[src/rtl/pipe_shifter.sv]
// Pipelined barrel shifter: one shift level per registered stage with a valid/ready handshake.
// Define PIPE_SHIFTER_ROTATE_EN to make mode 11 a rotate right; without it mode 11 behaves as SRL.
module pipe_shifter #(
    parameter int WIDTH = 32
) (
    input  logic             clk,
    input  logic             reset,
    input  logic             in_valid,
    output logic             in_ready,
    input  logic [WIDTH-1:0] dataA,
    input  logic [WIDTH-1:0] dataB,
    input  logic [1:0]       mode,
    output logic             out_valid,
    input  logic             out_ready,
    output logic [WIDTH-1:0] dataOut,
    output logic             busy
);
    localparam int LEVELS = $clog2(WIDTH);

    localparam logic [1:0] MODE_SLL = 2'b00;
    localparam logic [1:0] MODE_SRL = 2'b01;
    localparam logic [1:0] MODE_SRA = 2'b10;
    localparam logic [1:0] MODE_ROR = 2'b11;

    logic              adv;
    logic [1:0]        mode_eff;
    logic              out_of_range;
    logic [LEVELS-1:0] valid_vec;
    logic              last_force;
    logic              last_fill;

    function automatic logic [WIDTH-1:0] shift_step(input logic [WIDTH-1:0] d,
                                                    input logic [1:0]       m,
                                                    input logic             sign,
                                                    input int               s);
        logic [WIDTH-1:0] fill;
        fill = ~({WIDTH{1'b1}} >> s);
        case (m)
            MODE_SLL: return d << s;
            MODE_SRA: return (d >> s) | (sign ? fill : '0);
`ifdef PIPE_SHIFTER_ROTATE_EN
            MODE_ROR: return (d >> s) | (d << (WIDTH - s));
`endif
            default:  return d >> s;
        endcase
    endfunction

`ifdef PIPE_SHIFTER_ROTATE_EN
    assign mode_eff = mode;
`else
    // Without rotate support mode 11 is folded onto SRL at the entry, so no wrap path exists.
    assign mode_eff = (mode == MODE_ROR) ? MODE_SRL : mode;
`endif

    assign out_of_range = |dataB[WIDTH-1:LEVELS];
    assign adv          = !(out_valid && !out_ready);
    assign in_ready     = adv;
    assign busy         = |valid_vec;

    for (genvar i = 0; i < LEVELS; i++) begin : g_stage
        logic [WIDTH-1:0] d_in, d_q;
        logic [1:0]       m_in, m_q;
        logic             v_in, v_q, o_in, o_q, s_in, s_q, a_bit;

        if (i == 0) begin : g_head
            assign d_in  = dataA;
            assign m_in  = mode_eff;
            assign v_in  = in_valid;
            assign o_in  = out_of_range;
            assign s_in  = dataA[WIDTH-1];
            assign a_bit = dataB[0];
        end else begin : g_link
            assign d_in  = g_stage[i-1].d_q;
            assign m_in  = g_stage[i-1].m_q;
            assign v_in  = g_stage[i-1].v_q;
            assign o_in  = g_stage[i-1].o_q;
            assign s_in  = g_stage[i-1].s_q;
            assign a_bit = g_stage[i-1].g_amt.amt_q[0];
        end

        // Each stage keeps only the amount bits still to be consumed further down the pipe.
        if (i < LEVELS - 1) begin : g_amt
            logic [LEVELS-2-i:0] amt_in, amt_q;
            if (i == 0) begin : g_first
                assign amt_in = dataB[LEVELS-1:1];
            end else begin : g_next
                assign amt_in = g_stage[i-1].g_amt.amt_q[LEVELS-1-i:1];
            end
            always_ff @(posedge clk or posedge reset) begin
                if (reset) begin
                    amt_q <= '0;
                end else if (adv) begin
                    amt_q <= amt_in;
                end
            end
        end

        always_ff @(posedge clk or posedge reset) begin
            if (reset) begin
                d_q <= '0;
                m_q <= MODE_SLL;
                v_q <= 1'b0;
                o_q <= 1'b0;
                s_q <= 1'b0;
            end else if (adv) begin
                d_q <= a_bit ? shift_step(d_in, m_in, s_in, 1 << i) : d_in;
                m_q <= m_in;
                v_q <= v_in;
                o_q <= o_in;
                s_q <= s_in;
            end
        end

        assign valid_vec[i] = v_q;
    end

    // Out-of-range shifts collapse to the fill value; rotate ignores the range flag.
    assign last_force = g_stage[LEVELS-1].o_q && (g_stage[LEVELS-1].m_q != MODE_ROR);
    assign last_fill  = g_stage[LEVELS-1].s_q && (g_stage[LEVELS-1].m_q == MODE_SRA);
    assign out_valid  = g_stage[LEVELS-1].v_q;
    assign dataOut    = last_force ? {WIDTH{last_fill}} : g_stage[LEVELS-1].d_q;

endmodule

[config.mk]
export PLATFORM = sky130hd
export DESIGN_NAME = pipe_shifter
export DESIGN_NICKNAME = d
export VERILOG_FILES = /design/src/rtl/pipe_shifter.sv
export SDC_FILE = /design/constraint.sdc
export NUM_CORES = 1
export LEC_CHECK = 0
export BUFFER_PORTS_ARGS = -buffer_cell sky130_fd_sc_hd__buf_2
export CAP_MARGIN = 20
export CORE_UTILIZATION = 40
export DETAILED_ROUTE_END_ITERATION = 12
export SLEW_MARGIN = 20
export SYNTH_ARGS = -nofsm -noshare
export SYNTH_HDL_FRONTEND = slang
export SYNTH_SLANG_ARGS = --single-unit
export TNS_END_PERCENT = 5
[constraint.sdc]
create_clock -name clk -period 6.9 [get_ports clk]
set_input_delay 0.69 -clock clk [delete_from_list [all_inputs] [get_ports clk]]
set_output_delay 0.69 -clock clk [all_outputs]
set_load 0.03 [all_outputs]
# After elaboration in Yosys (flattened, before gate mapping)

Index checks and enable logic that the tools add are counted.

Output and inout bits: 35
Input port bits: 70
Register bits after elaboration: 195

Eq/ne operators: 8
Multiplexer cells: 17
Reduce and logical (&&, ||, !) cells: 12
Bitwise logic cells: 5

Operators with widths:

| operator             | number |
|---|---|
| $mux W32             | 11 |
| $pmux W32 S2         | 5 |
| $or A16 B32 Y32      | 1 |
| $or A24 B32 Y32      | 1 |
| $or A28 B32 Y32      | 1 |
| $or A30 B32 Y32      | 1 |
| $or A31 B32 Y32      | 1 |
| $reduce_or A27 Y1    | 1 |
| $eq A2 B2 Y1 const B | 7 |
| $logic_not A2 Y1     | 5 |
| $reduce_or A5 Y1     | 1 |
| $logic_and A1 B1 Y1  | 3 |
| $logic_not A1 Y1     | 2 |
| $mux W2              | 1 |
| $ne A2 B2 Y1 const B | 1 |

# Logic depth before layout (Yosys ltp)

Depth after elaboration: 5
Mapped depth: 7

# Worst setup path before layout

Ideal clock, no wire load.

Kind: input to output
Start point: input out_ready
End point: output in_ready
Path slack: 4.798 ns
Stages: 4
Buffers on the path: 2
Arrival time: 1.412 ns
Required time: 6.210 ns
Path through: nor2b_1 > inv_1 > buf_2 > buf_1

Cells in the longest elaborated chain, start to end: 3

Ends and longest elaborated chain:

| what                | line | text |
|---|---|---|
| start, declared     | 14   | `input logic out_ready,` |
| $logic_not A1 Y1    | 56   | `assign adv = !(out_valid && !out_ready);` |
| $logic_and A1 B1 Y1 | 56   |  |
| $logic_not A1 Y1    | 56   |  |
| end, declared       | 9    | `output logic in_ready,` |

No other way between the ends.

# Worst setup path after layout

Start point: register g_stage[4].v_q (netlist: out_valid)
End point: output in_ready

Cells in the longest elaborated chain, start to end: 2

Ends and longest elaborated chain:

| what                   | line | text |
|---|---|---|
| start, declared        | 63   | `logic v_in, v_q, o_in, o_q, s_in, s_q, a_bit;` |
| start signal, assigned | 108  | `v_q <= v_in;` |
| $logic_and A1 B1 Y1    | 56   |  |
| $logic_not A1 Y1       | 56   |  |

No other way between the ends.

==> flow_metrics.tcl <==
set metrics [dict create \
    wl_per_cell_um 16.0 \
    slowest_stage "inv_6" \
    grt.total_usage_pct 18.9 \
    p_comb_share_pct 44.6 \
    hold_viol 0 \
    nFillCells 2623 \
    pwr-share-clk_pct 17.9 \
    cts_sinks 195 \
    first_global_vias 8082 \
    final_nets 1359 \
    cts_tree "built" \
    diodes 0 \
    period_minus_slack_ps 2880 \
    h-tree-depth 4 \
    syn_inst 1282 \
    synth.yosys.warnings 0 \
    die-height_um 166 \
    report.final.slew_viol_count 0 \
    syn-num-nets 1352 \
    powerDensity_mw_per_mm2 475 \
    critPathMaxStageDelay_ps 610 \
    fin_worst_skew_ps 11.3 \
    synth_edf_count 0 \
    p_total_uw 5660 \
    top_layer_used "met4" \
    netlist_area_sq_mm 0.0108 \
    period_share_pct 41.8 \
    crit_fanout 127 \
    dp_hpwl_um 17600 \
    coreArea_sq_mm 0.0263 \
    fp.dieArea_sq_mm 0.0277 \
    tightest_slew_ps 1050 \
    drtIter0Drc 693 \
    areaGrowthSynthToFinish_pct 10.1 \
    met3_length_um 671 \
    grt_pass1_wl_um 43000 \
    worstSetupEndpointType "primary output" \
    route.detailed.drc 11 \
    max_freq_ghz 0.347 \
    cts.root.buffer_cell "clkbuf_16" \
    wl_met1_um 13600 \
    ys_seq_area_share_pct 45.1 \
    drive_above_1_share_pct 13.4 \
    p_seq_share_pct 37.5 \
    cap_violations 0 \
    wirelength_um 26200 \
    ir_drop_uv 210 \
    antenna_found_initial 0 \
    status "finished with violations" \
    overflow 0 \
    violations "DRC" \
    setup_viol 0 \
    r2r-end "g_stage[2].d_q[22]$_DFFE_PP0N_" \
    p_leak_uw 0.00616 \
    hold_path.class "in2async" \
    ios 105 \
    setup-tns-final_ps 0 \
    worstReg2RegStart "out_valid$_DFFE_PP0N_" \
    cp.required_ps 6210 \
    critPathLaunchType "flop" \
    place_congestion 0.801 \
    grt_setup_unrepaired "no" \
    num_rows 59 \
    fp.dieW_um 166 \
    clk_pin_slew_worst_paths_ps 70 \
    slew_headroom_pct 30.1 \
    wl_met2_um 11600 \
    final_util_pct 45.3 \
    detail-route-antenna-nets 0 \
    synth_cell_types 34 \
    reg2reg_slack_ps 4190 \
    synth_ff_type "dfrtp_1" \
    path_class "reg2out" \
    r2r.worst_path.cells 6 \
    synth_seq_cells 195 \
    via_per_inst 5.43 \
    worst_ep_arrival_time_ps 2190 \
    io_buffers 104 \
    insertion_delay_ps 440 \
    hold_buffers 0 \
    crit_chain "nor2b_4 -> buf_4 -> inv_6 -> buf_2" \
    grt_max_degree 128 \
    first_pass_iters 9 \
    internal_power_uw 3120 \
    ctsLongestPathBuffers 2 \
    switchingPower_uw 2530 \
    initial_core_util_pct 41.2 \
    swShare_pct 44.8 \
    ys_async_sr_fraction_pct 100 \
    cts_resized 0 \
    synth_area_per_cell_sq_um 8.44 \
    vias 8894 \
    cts_setup_buffers 0 \
    numCtsBuffers 17 \
]
[logic make-up after synthesis]
family / share of synthesized area, %
and+or+nand+nor: 11.2
AOI/OAI and AO/OA: 33.5
DFF: 45.1
muxes: 0.624
buffers and inverters: 9.57
[power by group through the flow]
stage / clock network, uW / registers (uW) / logic [uW]
after detailed placement: 0 / 2140 / 2520
final: 1010 / 2120 / 2520
after global routing: 1070 / 2200 / 2820
after global placement: 0 / 2140 / 2480
after floorplan: 0 / 1940 / 2080
after CTS: 1030 / 2120 / 2530
[cell usage after synthesis, types with 6 or more instances]
master    instances  area, sq um
a21oi_1          15         75.1
a221oi_1         12          105
a311oi_1          8         70.1
a31oi_1          16          100
and2_1            6         37.5
buf_2            42          210
clkbuf_1         77          289
dfrtp_1         195         4880
inv_1           126          473
mux2_2            6         67.6
nand2_1         221          830
nor2_1           13         48.8
nor2b_1          27          169
nor4_1            6         37.5
o211a_1          92          921
o21ai_0         266         1330
o21ai_1          18         90.1
o22ai_1          61          382
o22ai_2          16          200
o311a_1          30          300
[layout by cell type (no fill, tap or decap), drive strengths merged]
cell type  synthesis  layout
a21bo              1       1
a21boi             1       1
a21oi             15      15
a221oi            12      12
a311oi             8       8
a31oi             16      16
and2               6       6
buf               50     115
bufinv             0       1
clkbuf            77      18
clkinv             1       4
clkinvlp           0       1
dfrtp            195     195
inv              126     135
mux2               6       6
nand2            221     221
nand2b             1       1
nand3b             4       4
nand4              2       2
nand4b             1       1
nor2              13      13
nor2b             27      27
nor3               2       2
nor4               6       6
o211a             92      92
o211ai             2       2
o21ai            284     284
o22a               2       2
o22ai             77      77
o311a             30      30
or2                4       4
[flip-flops by register name, indices dropped and copies added, names as in the netlist]
name and cells:
g_stage.d_q 160, g_stage.g_amt.amt_q 10, g_stage.m_q 10, g_stage.o_q 5, g_stage.s_q 5, g_stage.v_q 4, out_valid 1
[critical path: cells and delay by family, from the launching register on]
kind | cells | cell delay [ps]
buffers and inverters | 3 | 1210
DFF | 1 | 400
and+or+nand+nor | 1 | 130
[per-layer routing]
metal | global-route usage (%) | vias to the layer above
li1 | - | 4523
met1 | 28.7 | 4192
met2 | 28.4 | 163
met3 | 2.14 | 16
met4 | 5.27 | 0
met5 | 0 | -
[how the worst max path moves through the flow]
stage	cells past startpoint	slack (ps)	to	start
2_1_floorplan	1	900	g_stage[0].d_q[0]$_DFFE_PP0N_	reset
3_3_place_gp	7	3670	g_stage[2].d_q[10]$_DFFE_PP0N_	out_ready
3_5_place_dp	7	3600	g_stage[2].d_q[16]$_DFFE_PP0N_	out_ready
4_1_cts	3	3710	dataOut[22]	g_stage[4].m_q[0]$_DFFE_PP0N_
5_1_grt	4	3870	in_ready	out_valid$_DFFE_PP0N_
6_report	4	4020	in_ready	out_valid$_DFFE_PP0N_
[metrics by stage]
step	instances	setup slack, ps	hold slack [ps]	cell area (sq um)
2_1_floorplan	1282	898	439	10800
3_3_place_gp	1604	3670	449	11300
3_5_place_dp	1604	3600	455	11300
4_1_cts	1636	3710	439	11900
5_1_grt	1637	3870	453	11900
6_report	1637	4020	408	11900
[layout make-up]
type,count,area (sq um),share of cell area [%]
Clock buffer,18,439,3.69
Tap cell,335,419,3.52
Sequential cell,195,4880,41.0
Timing Repair Buffer,115,611,5.13
Clock inverter,14,160,1.34
Inverter,127,489,4.11
Multi-Input combinational cell,833,4910,41.3
No activity file was read; power rests on OpenSTA's default activity.
